## src/rtl/spectrum_frame_scheduler_if.sv

```systemverilog
// spectrum_frame_scheduler_if
//   Bundles the scheduler's frame, search-engine, display and status signals.
//   The scheduler connects through the master modport. The surrounding system
//   (FFT buffer, max-search engine, VGA renderer) connects through the slave modport.
//
//   frame_valid_i  : new spectrum frame written (pulse)
//   vsync_i        : VGA frame boundary (pulse)
//   search_start_o : start pulse to the max-search engine
//   search_done_i  : search finished; search_max_i is valid in the same cycle
//   search_max_i   : maximum magnitude found by the search
//   search_addr_i  : buffer read address from the search engine
//   disp_addr_i    : buffer read address from the VGA renderer
//   buf_addr_o     : muxed buffer read address
//   disp_grant_o   : display owns the buffer and has valid scaling
//   max_value_o    : published frame maximum
//   scale_shift_o  : published bar-height right shift
//   max_valid_o    : at least one result has been published
//   dropped_cnt_o  : saturating count of discarded frames
//   timeout_o      : sticky search watchdog flag
interface spectrum_frame_scheduler_if #(
  parameter int ADDR_W = 10,
  parameter int DATA_W = 64
);
  logic              frame_valid_i;
  logic              vsync_i;
  logic              search_start_o;
  logic              search_done_i;
  logic [DATA_W-1:0] search_max_i;
  logic [ADDR_W-1:0] search_addr_i;
  logic [ADDR_W-1:0] disp_addr_i;
  logic [ADDR_W-1:0] buf_addr_o;
  logic              disp_grant_o;
  logic [DATA_W-1:0] max_value_o;
  logic [5:0]        scale_shift_o;
  logic              max_valid_o;
  logic [7:0]        dropped_cnt_o;
  logic              timeout_o;

  modport master (
    input  frame_valid_i, vsync_i, search_done_i, search_max_i,
           search_addr_i, disp_addr_i,
    output search_start_o, buf_addr_o, disp_grant_o, max_value_o,
           scale_shift_o, max_valid_o, dropped_cnt_o, timeout_o
  );

  modport slave (
    output frame_valid_i, vsync_i, search_done_i, search_max_i,
           search_addr_i, disp_addr_i,
    input  search_start_o, buf_addr_o, disp_grant_o, max_value_o,
           scale_shift_o, max_valid_o, dropped_cnt_o, timeout_o
  );
endinterface

```

## src/rtl/spectrum_frame_scheduler.sv

```systemverilog
// spectrum_frame_scheduler
//   Per-frame sequencer. Each new spectrum frame triggers a max search. The
//   result is turned into a normalisation shift. Both values are published
//   together on a VGA vsync, so a displayed frame never mixes two scalings.
//   The scheduler also arbitrates the spectrum buffer read address between
//   the search engine and the display.
//
//   Optional feature macro: SCHED_TIMEOUT_EN. When defined, a search that
//   runs TIMEOUT_CYCLES cycles without a done pulse is abandoned. timeout_o
//   is then set and stays set until reset.
//
// Ports:
//   clk : clock, rising edge
//   rst : synchronous active-high reset
//   bus : spectrum_frame_scheduler_if.master (see the interface file for the
//         signal list)
module spectrum_frame_scheduler #(
  parameter int ADDR_W         = 10,
  parameter int DATA_W         = 64,
  parameter int DISP_BITS      = 9,
  parameter int TIMEOUT_CYCLES = 1024
) (
  input  logic                        clk,
  input  logic                        rst,
  spectrum_frame_scheduler_if.master  bus
);

  typedef enum logic [2:0] {
    IDLE, START, SEARCH, NORM, WAIT_VSYNC, SHOW
  } state_t;

  // Wide enough to hold the count of significant bits, 0..DATA_W.
  localparam int SIG_W = $clog2(DATA_W + 1);

  state_t            state_reg, state_next;
  logic              pending_reg, pending_next;
  logic [DATA_W-1:0] max_lat_reg, max_lat_next;
  logic [5:0]        shift_lat_reg, shift_lat_next;
  logic [DATA_W-1:0] max_value_reg, max_value_next;
  logic [5:0]        scale_shift_reg, scale_shift_next;
  logic              max_valid_reg, max_valid_next;
  logic [7:0]        dropped_cnt_reg, dropped_cnt_next;
  logic              start_now;
  logic              drop_frame;

  logic [SIG_W-1:0]  sig_bits;
  logic [5:0]        norm_shift;
  logic [ADDR_W-1:0] buf_addr;

`ifdef SCHED_TIMEOUT_EN
  localparam int TO_W = $clog2(TIMEOUT_CYCLES + 1);
  logic [TO_W-1:0]   timeout_cnt_reg, timeout_cnt_next;
  logic              timeout_reg, timeout_next;
`endif

  // Number of significant bits in the latched maximum. This is p+1, where p
  // is the index of the highest set bit, or 0 for a zero maximum. The shift
  // is the amount by which this exceeds the bar resolution, so a zero
  // maximum and small maxima both give a shift of 0.
  always_comb begin
    sig_bits = '0;
    for (int i = 0; i < DATA_W; i++) begin
      if (max_lat_reg[i]) sig_bits = SIG_W'(i + 1);
    end
  end

  assign norm_shift = (int'(sig_bits) > DISP_BITS) ?
                      6'(int'(sig_bits) - DISP_BITS) : 6'd0;

  always_comb begin
    state_next       = state_reg;
    pending_next     = pending_reg;
    max_lat_next     = max_lat_reg;
    shift_lat_next   = shift_lat_reg;
    max_value_next   = max_value_reg;
    scale_shift_next = scale_shift_reg;
    max_valid_next   = max_valid_reg;
    dropped_cnt_next = dropped_cnt_reg;
    start_now        = 1'b0;
    drop_frame       = 1'b0;
`ifdef SCHED_TIMEOUT_EN
    timeout_next     = timeout_reg;
    timeout_cnt_next = (state_reg == SEARCH) ? timeout_cnt_reg + TO_W'(1) : '0;
`endif

    case (state_reg)
      IDLE: begin
        if (bus.frame_valid_i || pending_reg) begin
          state_next = START;
          start_now  = 1'b1;
        end
      end
      START: state_next = SEARCH;
      SEARCH: begin
        if (bus.search_done_i) begin
          max_lat_next = bus.search_max_i;
          state_next   = NORM;
        end
`ifdef SCHED_TIMEOUT_EN
        else if (timeout_cnt_reg == TO_W'(TIMEOUT_CYCLES - 1)) begin
          timeout_next = 1'b1;
          state_next   = IDLE;
        end
`endif
      end
      NORM: begin
        shift_lat_next = norm_shift;
        state_next     = WAIT_VSYNC;
      end
      WAIT_VSYNC: begin
        if (bus.vsync_i) begin
          max_value_next   = max_lat_reg;
          scale_shift_next = shift_lat_reg;
          max_valid_next   = 1'b1;
          state_next       = SHOW;
        end
      end
      SHOW: begin
        if (bus.vsync_i && (pending_reg || bus.frame_valid_i)) begin
          state_next = START;
          start_now  = 1'b1;
        end
      end
      default: state_next = IDLE;
    endcase

    // Single-entry frame queue. A start consumes the queued frame. A second
    // frame that cannot be queued is counted as dropped.
    if (start_now) begin
      pending_next = 1'b0;
      drop_frame   = bus.frame_valid_i && pending_reg;
    end else if (bus.frame_valid_i) begin
      if (pending_reg) drop_frame   = 1'b1;
      else             pending_next = 1'b1;
    end

    if (drop_frame && (dropped_cnt_reg != 8'hFF)) begin
      dropped_cnt_next = dropped_cnt_reg + 8'd1;
    end
  end

  always_ff @(posedge clk) begin
    if (rst) begin
      state_reg       <= IDLE;
      pending_reg     <= 1'b0;
      max_lat_reg     <= '0;
      shift_lat_reg   <= '0;
      max_value_reg   <= '0;
      scale_shift_reg <= '0;
      max_valid_reg   <= 1'b0;
      dropped_cnt_reg <= '0;
`ifdef SCHED_TIMEOUT_EN
      timeout_cnt_reg <= '0;
      timeout_reg     <= 1'b0;
`endif
    end else begin
      state_reg       <= state_next;
      pending_reg     <= pending_next;
      max_lat_reg     <= max_lat_next;
      shift_lat_reg   <= shift_lat_next;
      max_value_reg   <= max_value_next;
      scale_shift_reg <= scale_shift_next;
      max_valid_reg   <= max_valid_next;
      dropped_cnt_reg <= dropped_cnt_next;
`ifdef SCHED_TIMEOUT_EN
      timeout_cnt_reg <= timeout_cnt_next;
      timeout_reg     <= timeout_next;
`endif
    end
  end

  // The search engine owns the buffer only while a search is being launched
  // or is running. Otherwise the display reads. Its data is meaningful only
  // once a scaling has been published.
  always_comb begin
    buf_addr = bus.disp_addr_i;
    if ((state_reg == START) || (state_reg == SEARCH)) begin
      buf_addr = bus.search_addr_i;
    end
  end

  assign bus.buf_addr_o     = buf_addr;
  assign bus.disp_grant_o   = (state_reg != START) && (state_reg != SEARCH) && max_valid_reg;
  assign bus.search_start_o = (state_reg == START);
  assign bus.max_value_o    = max_value_reg;
  assign bus.scale_shift_o  = scale_shift_reg;
  assign bus.max_valid_o    = max_valid_reg;
  assign bus.dropped_cnt_o  = dropped_cnt_reg;
`ifdef SCHED_TIMEOUT_EN
  assign bus.timeout_o      = timeout_reg;
`else
  assign bus.timeout_o      = 1'b0;
`endif

endmodule

```

## src/flat_wrapper.sv

```systemverilog
// flat-port wrapper written by rule: the top's interface ports become plain ports
module spectrum_frame_scheduler_flat 
#(
  parameter int ADDR_W         = 10,
  parameter int DATA_W         = 64,
  parameter int DISP_BITS      = 9,
  parameter int TIMEOUT_CYCLES = 1024
)
  (clk, rst, bus_frame_valid_i, bus_vsync_i, bus_search_done_i, bus_search_max_i, bus_search_addr_i, bus_disp_addr_i, bus_search_start_o, bus_buf_addr_o, bus_disp_grant_o, bus_max_value_o, bus_scale_shift_o, bus_max_valid_o, bus_dropped_cnt_o, bus_timeout_o);
  spectrum_frame_scheduler_if #(.ADDR_W(ADDR_W), .DATA_W(DATA_W)) bus_i ();
  input  logic clk;
  input  logic rst;
  input wire logic [$bits(bus_i.frame_valid_i)-1:0] bus_frame_valid_i;
  input wire logic [$bits(bus_i.vsync_i)-1:0] bus_vsync_i;
  input wire logic [$bits(bus_i.search_done_i)-1:0] bus_search_done_i;
  input wire logic [$bits(bus_i.search_max_i)-1:0] bus_search_max_i;
  input wire logic [$bits(bus_i.search_addr_i)-1:0] bus_search_addr_i;
  input wire logic [$bits(bus_i.disp_addr_i)-1:0] bus_disp_addr_i;
  output wire logic [$bits(bus_i.search_start_o)-1:0] bus_search_start_o;
  output wire logic [$bits(bus_i.buf_addr_o)-1:0] bus_buf_addr_o;
  output wire logic [$bits(bus_i.disp_grant_o)-1:0] bus_disp_grant_o;
  output wire logic [$bits(bus_i.max_value_o)-1:0] bus_max_value_o;
  output wire logic [$bits(bus_i.scale_shift_o)-1:0] bus_scale_shift_o;
  output wire logic [$bits(bus_i.max_valid_o)-1:0] bus_max_valid_o;
  output wire logic [$bits(bus_i.dropped_cnt_o)-1:0] bus_dropped_cnt_o;
  output wire logic [$bits(bus_i.timeout_o)-1:0] bus_timeout_o;
  assign bus_i.frame_valid_i = bus_frame_valid_i;
  assign bus_i.vsync_i = bus_vsync_i;
  assign bus_i.search_done_i = bus_search_done_i;
  assign bus_i.search_max_i = bus_search_max_i;
  assign bus_i.search_addr_i = bus_search_addr_i;
  assign bus_i.disp_addr_i = bus_disp_addr_i;
  assign bus_search_start_o = bus_i.search_start_o;
  assign bus_buf_addr_o = bus_i.buf_addr_o;
  assign bus_disp_grant_o = bus_i.disp_grant_o;
  assign bus_max_value_o = bus_i.max_value_o;
  assign bus_scale_shift_o = bus_i.scale_shift_o;
  assign bus_max_valid_o = bus_i.max_valid_o;
  assign bus_dropped_cnt_o = bus_i.dropped_cnt_o;
  assign bus_timeout_o = bus_i.timeout_o;
  spectrum_frame_scheduler #(.ADDR_W(ADDR_W), .DATA_W(DATA_W), .DISP_BITS(DISP_BITS), .TIMEOUT_CYCLES(TIMEOUT_CYCLES)) u_core (.clk(clk), .rst(rst), .bus(bus_i));
endmodule
```

## config.mk

```make
export PLATFORM = sky130hd
export DESIGN_NAME = spectrum_frame_scheduler_flat
export DESIGN_NICKNAME = d
export VERILOG_FILES = /design/src/rtl/spectrum_frame_scheduler_if.sv /design/src/rtl/spectrum_frame_scheduler.sv /design/src/flat_wrapper.sv
export SDC_FILE = /design/constraint.sdc
export NUM_CORES = 1
export LEC_CHECK = 0
export BUFFER_PORTS_ARGS = -buffer_cell sky130_fd_sc_hd__buf_2
export CAP_MARGIN = 25
export CELL_PAD_IN_SITES_DETAIL_PLACEMENT = 1
export CELL_PAD_IN_SITES_GLOBAL_PLACEMENT = 2
export CORE_ASPECT_RATIO = 1.5
export CORE_MARGIN = 4
export CORE_UTILIZATION = 26
export DETAILED_ROUTE_END_ITERATION = 8
export PLACE_DENSITY_LB_ADDON = 0.1
export SLEW_MARGIN = 30
export SYNTH_ARGS = -nofsm -noshare
export SYNTH_HDL_FRONTEND = slang
export SYNTH_SLANG_ARGS = --single-unit
export TNS_END_PERCENT = 10
```

## constraint.sdc

```tcl
create_clock -name clk -period 3.2 [get_ports clk]
set_clock_uncertainty 0.05 [all_clocks]
set_input_delay 0.64 -clock clk [delete_from_list [all_inputs] [get_ports clk]]
set_output_delay 0.64 -clock clk [all_outputs]
set_load 0.05 [all_outputs]
```

==> reports/summary.log, run 1 <==
qor: run_status.status finished, final reports clean
qor: yosys.synth-async-reset-ratio 0
qor: drt.dr.pass1.iters 4
qor: clock_network.cts.htree.levels 4
qor: cells_and_area.share_of_post_route_cells_with_drive_strength_above_1 0.2404
qor: placement.dp_worst_setup_slack 593.7 ps
qor: sta.worst_margin_pin_slew 711.4 ps
qor: global_route.first_global_vias 6541
qor: sta.hold-worst-slack 400.2 ps
qor: yosys.mappedNetlistArea 6429 µm²
qor: yosys.post_synth_main_area_contributors dfxtp_1 48%, nand2_1 17%, a21oi_1 12%, clkbuf_1 2.6%, nor2_1 2.3%
qor: clock_network.clock_tree_from_tritoncts built
qor: floorplanning.floorplan.rows 70
qor: sta.rsz0062_at_grt no
qor: setup_path.worst_setup_path_start_kind register
qor: drt.drt_drc_violations_left 0
qor: yosys.syn-mean-instance-area 7.590 µm²
qor: setup_path.crit_path_cell_trace xnor2_1 > nor2_1 > buf_4 > mux2_2 > buf_2
qor: floorplanning.die-width 136.4 µm
qor: drt.wirelength 22650 µm
qor: setup_path.cp.buffers_inverters 2
qor: clock_network.clk_latency_worst_skew_pair 430 ps
qor: power.cell_internal_pwr 3.762 mW
qor: setup_path.critPathArrivalTime 2000 ps
qor: run.drv.max_cap_violation_count 0
qor: drt.detail-route-antenna-nets 0
qor: yosys.yosys_most_used_dff dfxtp_1
qor: setup_path.crit_family flip-flops
qor: clock_network.hold_buf_count_cts 0
qor: yosys.synth_top_cell_by_area dfxtp_1
qor: yosys.post_synth_inst_count 847
qor: cells_and_area.layout_common_cells 286 x nand2_1, 178 x buf_2, 153 x dfxtp_1, 148 x a21oi_1, 39 x nor2_1
qor: setup_path.worstSetupEndpointType output pin
qor: yosys.syn-num-nets 937
qor: clock_network.clock-sinks 153
qor: cells_and_area.finalNetCount 1096
qor: setup_path.critical_path.reg2reg.startpoint u_core.max_lat_reg[7]$_SDFFE_PP0P_
qor: placement.gp_congestion 0.7506
qor: setup_path.critical_setup_path_kind reg2out
qor: clock_network.worst_setup_hold_path_clk_slew 70 ps
qor: sta.final_period_minus_worst_setup_slack 2685 ps
qor: power.total_power 5.597 mW
qor: cells_and_area.insertedDiodeCount 0
qor: global_route.grt_remaining_overflow 0
qor: global_route.grt.total_usage 0.1681
qor: sta.timing.final.ws_setup 514.8 ps
qor: power.seq_power_share 0.373
qor: floorplanning.die-area 27360 µm²
qor: sta.slew_viol_final 0
qor: yosys.ys_ff_latch 153
qor: floorplanning.coreArea 24350 µm²
qor: yosys.synth-seq-area-share 0.4764
qor: power.p_switching 1.835 mW
qor: yosys.share_of_the_synthesized_area_in_the_top_cell_type 0.4764
qor: drt.first_iter_violations 185
qor: sta.maxClockFrequency 0.3724 GHz
qor: yosys.yosysWarningCount 0
qor: cells_and_area.stdcell_area 8267 µm²
qor: global_route.global_route.usage.met2 0.3074
qor: clock_network.post_cts_repair_setup_buffers 0
qor: placement.dp.final_hpwl 16510 µm
qor: cells_and_area.finalCoreUtilization 0.3395
qor: global_route.grt_use_met3 0.03360
qor: global_route.grt_first_pass_wirelength 36170 µm
qor: sta.fin_crit_sh 0.8391
qor: sta.final.setup.tns 0 ps
qor: floorplanning.die_y 200.6 µm
qor: clock_network.root_buffer clkbuf_16
qor: setup_path.path_max_fanout 11
qor: global_route.most_crowded_layer_after_global_routing met2
qor: yosys.synth-edff-count 0
qor: clock_network.cts_made_buffers 17
qor: hold_path.timing.hold.worst.start bus_search_max_i[4]
qor: power.ir_worst_vdd 0.4444 mV
qor: setup_path.worst_path_largest_cell_delay 560 ps
qor: sta.final_hold_viol_count 0
qor: drt.post_drt_wl_per_cell 16.87 µm
qor: sta.max_slew_margin 0.5257
qor: yosys.synth_cell_types 53
qor: power.static-leakage-power 3.289 nW
qor: clock_network.max-clock-path-buffers 2
qor: clock_network.post_cts_resize_count 0
qor: cells_and_area.finished_layout_cells 1343
qor: setup_path.crit_slowest_cell dfxtp_1
qor: global_route.grt_max_degree 65
qor: drt.vias 6248
qor: global_route.grtUsageMet1 0.1972
qor: cells_and_area.most_frequent_standard_cell_in_the_layout_excluding_fill_and_tap_cells nand2_1
qor: global_route.antenna_found_initial 0
qor: setup_path.worst_setup_path_startpoint u_core.state_reg[1]$_SDFFE_PP0P_
qor: power.power-per-cell-area 677.1 nW/µm²
qor: power.p_sw_frac 0.3278
qor: placement.numPlacedInstances 1311
qor: power.share_comb_of_total_power 0.256
qor: placement.detailed_place.area 7670 µm²
qor: hold_path.hold_path.class in2reg
qor: floorplanning.io-pin-count 181
qor: placement.port_buffers 179
qor: floorplanning.start_util 0.2640
qor: sta.setup_viol 0
qor: setup_path.cp.required 2510 ps
qor: drt.vias_per_cell 4.652
qor: power.pwr-share-clk 0.371
qor: cells_and_area.area_delta_synth_final 28.59%
## power groups by stage
stage	clock network, mW	registers [mW]	logic [mW]
finish	2.08	2.09	1.43
global route	2.22	2.10	1.60
CTS	2.13	2.09	1.47
detailed placement	0	2.13	1.46
global placement	0	2.13	1.45
floorplan	0	2.09	1.07
## worst paths after layout
kind                                                           endpoint  slack (ps)  depth (start not counted)
worst min register to register  u_core.bus.max_value_o[37]$_SDFFE_PP0P_         400                          2
worst max register to register     u_core.shift_lat_reg[5]$_SDFFE_PP0N_         630                          8
worst min-delay path                 u_core.max_lat_reg[4]$_SDFFE_PP0P_         400                          3
worst max-delay path                                  bus_buf_addr_o[0]         510                          5
## cell families (layout without fill, tap and decap cells)
kind of cell / Yosys count / count (layout) / synth area share
and+or+nand+nor: 410 / 410 / 0.2703
AOI/OAI and AO/OA: 203 / 203 / 0.1847
DFF: 153 / 153 / 0.4765
buffers and inverters: 60 / 232 / 0.03562
muxes: 12 / 12 / 0.02083
xor gates and xnor gates: 7 / 7 / 0.009537
adders and majority gates: 1 / 1 / 0.001946
other: 1 / 1 / 0.0005833
## synthesized netlist by cell type (2+ instances only)
cell type / n
a211o_1: 2
a211oi_1: 2
a21oi_1: 148
a21oi_2: 2
a31oi_2: 2
a41o_1: 2
and2_1: 2
and3_1: 4
buf_1: 3
clkbuf_1: 45
dfxtp_1: 153
inv_1: 11
mux2_2: 10
nand2_1: 286
nand2b_1: 5
nand3_1: 7
nand4_1: 7
nor2_1: 39
nor2b_1: 9
nor3_1: 21
nor3b_1: 2
nor4_1: 10
nor4_2: 2
o211a_1: 4
o211ai_1: 3
o21ai_0: 12
o21ai_1: 6
o21bai_1: 5
o311ai_0: 2
o31ai_1: 2
or3_1: 9
or4_1: 4
xnor2_1: 3
xor2_1: 4
## layer usage
| metal | share of wire | wire, µm |
|---|---|---|
| met5 | 0 | 0 |
| met4 | 0.0099 | 225 |
| met3 | 0.032 | 724 |
| met2 | 0.54 | 12250 |
| met1 | 0.42 | 9458 |
## layout make-up
cell class                      count  area, µm²
Clock buffer                       20      446.7
Sequential cell                   153       3063
Fill cell                        3059      16080
Tap cell                          324      405.4
Clock inverter                     12      150.1
Multi-Input combinational cell    634       3149
Timing Repair Buffer              189       1011
Inverter                           11      41.29
## worst min-delay path, stage by stage
cell and delay (ps):
buf_2 100, nand2_1 50, a21oi_1 50
No activity file was read; power rests on OpenSTA's default activity.
==> run 2: changes to the inputs <==
--- a/config.mk
+++ b/config.mk
@@ -5,6 +5,7 @@
 export SDC_FILE = /design/constraint.sdc
 export NUM_CORES = 1
 export LEC_CHECK = 0
+export ABC_AREA = 1
 export BUFFER_PORTS_ARGS = -buffer_cell sky130_fd_sc_hd__buf_2
 export CAP_MARGIN = 25
 export CELL_PAD_IN_SITES_DETAIL_PLACEMENT = 1
==> constraint.sdc (replaced) <==
create_clock -name clk -period 2.5 [get_ports clk]
set_clock_uncertainty 0.05 [all_clocks]
set_input_delay 0.5 -clock clk [delete_from_list [all_inputs] [get_ports clk]]
set_output_delay 0.5 -clock clk [all_outputs]
set_load 0.05 [all_outputs]
==> run 2 against run 1 <==
  * The flow now finishes with violations (negative setup slack)
  * Flip-flop and latch count did not move
  * Combinational power grew to 4.0 times the previous value
  * Synthesized area is 1.1% higher
  * Critical path depth grew 63
  * Cell area increased by 8.5%
  * Final cell count increased by 12%
  * Highest routed layer unchanged
==> reports/summary.log, run 2 <==
qor: cells_and_area.layout_common_cells 179 x buf_2, 164 x nand2_1, 153 x inv_1, 152 x dfxtp_1, 151 x a21oi_1
qor: cells_and_area.insertedDiodeCount 0 [unchanged]
qor: setup_path.crit_slowest_cell dfxtp_2
qor: power.seq_power_share 0.270 [-0.103]
qor: global_route.grtUsageMet1 0.1573 [-0.03985]
qor: clock_network.clk_latency_worst_skew_pair 430 ps [about the same]
qor: setup_path.critical_setup_path_kind reg2reg
qor: power.power-per-cell-area 1265 nW/µm² [+87%]
qor: clock_network.clock_tree_from_tritoncts built
qor: hold_path.hold-path-cell-count 2 [-1]
qor: yosys.synth_cell_types 29 [-45%]
qor: drt.drt_drc_violations_left 0 [unchanged]
qor: yosys.syn-num-nets 1020 [+8.9%]
qor: yosys.yosysMostFrequentCell nand2_1
qor: drt.wirelength 19920 µm [-12%]
qor: sta.hold-worst-slack 272.5 ps [-127.7 ps]
qor: global_route.first_global_vias 6784 [+3.7%]
qor: global_route.grt.total_usage 0.1471 [-0.02099]
qor: sta.worst_margin_pin_slew 506.0 ps [-205.5 ps]
qor: drt.post_drt_wl_per_cell 13.23 µm [-22%]
qor: placement.dp.final_hpwl 15080 µm [-8.7%]
qor: setup_path.cp.required 2750 ps [+240 ps]
qor: sta.final_period_minus_worst_setup_slack 4069 ps
qor: floorplanning.io-pin-count 181 [unchanged]
qor: sta.timing.final.ws_setup -1569 ps [-2084 ps]
qor: yosys.yosys-mux-area-fraction 0 [-0.02083]
qor: yosys.synth_compound_area_frac 0.2415 [+0.05682]
qor: yosys.post_synth_main_area_contributors dfxtp_1 47%, a21oi_1 12%, o21ai_0 11%, nand2_1 9.5%, inv_1 8.8%
qor: yosys.ys_ff_latch 153 [unchanged]
qor: setup_path.critPathArrivalTime 4320 ps [+2320 ps]
qor: placement.port_buffers 179 [unchanged]
qor: cells_and_area.layout.filler_cells 3113 [+1.8%]
qor: cells_and_area.finalNetCount 1258 [+15%]
qor: clock_network.root_buffer clkbuf_16
qor: setup_path.critical_path.reg2reg.startpoint u_core.max_lat_reg[1]$_SDFFE_PP0P_
qor: setup_path.rr_endpoint u_core.shift_lat_reg[1]$_SDFFE_PP0N_
qor: yosys.share_of_the_synthesized_area_in_the_top_cell_type 0.4715 [-0.004955]
qor: run_status.violated_checks negative setup slack
qor: yosys.synth_area_in_xor_xnor 0 [-0.009537]
qor: sta.max_slew_margin 0.6611 [+0.1354]
qor: setup_path.critPathMostFrequentCell nand2_1
qor: drt.first_iter_violations 140 [-24%]
qor: drt.vias 6459 [+3.4%]
qor: clock_network.cts.htree.levels 4 [unchanged]
qor: yosys.synth_top_family_by_area compound AO/OA/AOI/OAI gates
qor: drt.detail-route-antenna-nets 0 [unchanged]
qor: yosys.yosys_most_used_dff dfxtp_1
qor: power.cell_internal_pwr 6.380 mW [+70%]
qor: clock_network.clock-sinks 153 [unchanged]
qor: power.static-leakage-power 4.174 nW [+27%]
qor: floorplanning.start_util 0.2649 [+0.0008691]
qor: drt.dr.pass1.iters 4 [unchanged]
qor: clock_network.cts_made_buffers 17 [unchanged]
qor: sta.final_hold_viol_count 0 [unchanged]
qor: floorplanning.die-width 137.1 µm [+0.49%]
qor: yosys.synth-seq-area-share 0.4715 [-0.004955]
qor: cells_and_area.share_of_post_route_cells_with_drive_strength_above_1 0.2743 [+0.03391]
qor: global_route.global_route.usage.met2 0.2791 [-0.02828]
qor: global_route.grt_first_pass_wirelength 32530 µm [-10%]
qor: floorplanning.floorplan.rows 70 [unchanged]
qor: yosys.synth-async-reset-ratio 0 [unchanged]
qor: sta.fin_crit_sh 1.628
qor: clock_network.worst_setup_hold_path_clk_slew 60 ps [about the same]
qor: floorplanning.die_y 201.6 µm [+0.50%]
qor: power.p_switching 4.967 mW [+170%]
qor: hold_path.min_to u_core.pending_reg$_SDFFE_PP0P_
qor: yosys.synth_fa_ha_area_frac 0.001926 [-0.00002024]
qor: global_route.grt_max_degree 59 [-9.2%]
qor: global_route.antenna_found_initial 0 [unchanged]
qor: sta.setup_viol 6 [+6]
qor: cells_and_area.area_delta_synth_final 38.12%
qor: yosys.synth_top_cell_by_area dfxtp_1
qor: sta.slew_viol_final 0 [unchanged]
qor: floorplanning.coreArea 24520 µm² [+0.72%]
qor: power.total_power 11.35 mW [+100%]
qor: drt.vias_per_cell 4.292 [-7.8%]
qor: setup_path.worstSetupEndpointType register
qor: setup_path.worst_setup_path_start_kind register
qor: power.share_comb_of_total_power 0.498 [+0.242]
qor: yosys.mappedNetlistArea 6496 µm² [+1.1%]
qor: sta.maxClockFrequency 0.2458 GHz
qor: yosys.syn-mean-instance-area 6.985 µm² [-8.0%]
qor: global_route.grt_remaining_overflow 0 [unchanged]
qor: floorplanning.die-area 27630 µm² [+1.0%]
qor: global_route.most_crowded_layer_after_global_routing met2
qor: cells_and_area.most_frequent_standard_cell_in_the_layout_excluding_fill_and_tap_cells buf_2
qor: yosys.post_synth_inst_count 930 [+9.8%]
qor: global_route.grt_use_met3 0.03252 [-0.001085]
qor: sta.rsz0062_at_grt yes
qor: run.drv.max_cap_violation_count 0 [unchanged]
qor: yosys.synth-edff-count 0 [unchanged]
qor: yosys.post_synth_most_frequent_cells 165 x nand2_1, 153 x dfxtp_1, 153 x inv_1
qor: yosys.yosysWarningCount 0 [unchanged]
qor: setup_path.ff2ff_path_depth 68 [+60]
qor: power.pwr-share-clk 0.231 [-0.140]
qor: hold_path.timing.hold.worst.start bus_vsync_i
qor: power.p_sw_frac 0.4377 [+0.1099]
qor: setup_path.worst_path_largest_cell_delay 320 ps [-240 ps]
qor: yosys.synth_simple_gate_area_frac 0.1591 [-0.1112]
qor: setup_path.r2r_setup_slack -1570 ps [-2200 ps]
qor: clock_network.max-clock-path-buffers 2 [unchanged]
qor: placement.gp_congestion 0.7389 [-1.6%]
qor: hold_path.hold_path.class in2reg
qor: run_status.status complete, but fails checks
qor: power.ir_worst_vdd 0.5036 mV [+13%]
qor: setup_path.path_max_fanout 5 [-6]
[run 2: timing repair]
item | CTS | global route
hold buffers | 0 | 0
setup buffers | 0 | 0
endpoints found under the setup margin | 8 | 16
resized for setup | 1 | 2
[run 2: layout make-up]
cell class,instances,area (µm²),share of cell area
Clock buffer,20,436.7,0.04867
Clock inverter,12,151.4,0.01687
Inverter,167,628.1,0.07000
Multi-Input combinational cell,561,2660,0.2965
Sequential cell,153,3064,0.3415
Tap cell,324,405.4,0.04518
Timing Repair Buffer,268,1627,0.1813
[run 2: metrics by stage]
stage | setup TNS (ps) | setup slack [ps] | utilization | cells | area, µm²
global placement | -9837 | -1656 | 0.3413 | 1473 | 8371
detailed placement | -9996 | -1689 | 0.3413 | 1473 | 8371
finish | -9341 | -1569 | 0.3659 | 1505 | 8972
global route | -16140 | -2501 | 0.3659 | 1505 | 8972
CTS | -10220 | -1716 | 0.3654 | 1505 | 8961
floorplan | -12370 | -1065 | - | 930 | 6500
[run 2: worst max-delay path, delay by kind of cell, from the launching register on]
kind | cells | cell delay [ps]
and+or+nand+nor | 66 | 3470
AOI/OAI and AO/OA | 1 | 40
DFF | 1 | 320
buffers and inverters | 1 | 60
[run 2: cells by family (layout without fill, tap and decap cells)]
group / after synthesis / after routing
other: 1 / 1
AO/OA/AOI/OAI: 308 / 308
flip-flops: 153 / 153
adder cells (fa/ha/maj): 1 / 1
buffers and inverters: 216 / 467
AND/OR/NAND/NOR: 251 / 251
[run 2: routing by layer]
layer	vias up	part of all wire
met5	-	0
met4	0	0.014
met3	17	0.034
met2	96	0.55
met1	2922	0.40
li1	3424	-
[run 2: power groups by stage]
stage / clock [mW] / sequential, mW / combinational, mW
after global placement: 0 / 3.11 / 5.71
final: 2.63 / 3.07 / 5.66
after floorplan: 0 / 3.73 / 3.24
after CTS: 2.74 / 3.08 / 5.78
after global routing: 2.83 / 3.12 / 6.46
after detailed placement: 0 / 3.12 / 5.75
[run 2: worst max-delay path by stage]
stage                                                   from                              endpoint  slack [ps]
final                     u_core.max_lat_reg[1]$_SDFFE_PP0P_  u_core.shift_lat_reg[1]$_SDFFE_PP0N_       -1570
after global placement    u_core.max_lat_reg[1]$_SDFFE_PP0P_  u_core.shift_lat_reg[1]$_SDFFE_PP0N_       -1660
after floorplan           u_core.max_lat_reg[1]$_SDFFE_PP0P_  u_core.shift_lat_reg[3]$_SDFFE_PP0N_       -1070
after CTS                 u_core.max_lat_reg[1]$_SDFFE_PP0P_  u_core.shift_lat_reg[1]$_SDFFE_PP0N_       -1720
after global routing      u_core.max_lat_reg[1]$_SDFFE_PP0P_  u_core.shift_lat_reg[3]$_SDFFE_PP0N_       -2500
after detailed placement  u_core.max_lat_reg[1]$_SDFFE_PP0P_  u_core.shift_lat_reg[5]$_SDFFE_PP0N_       -1690
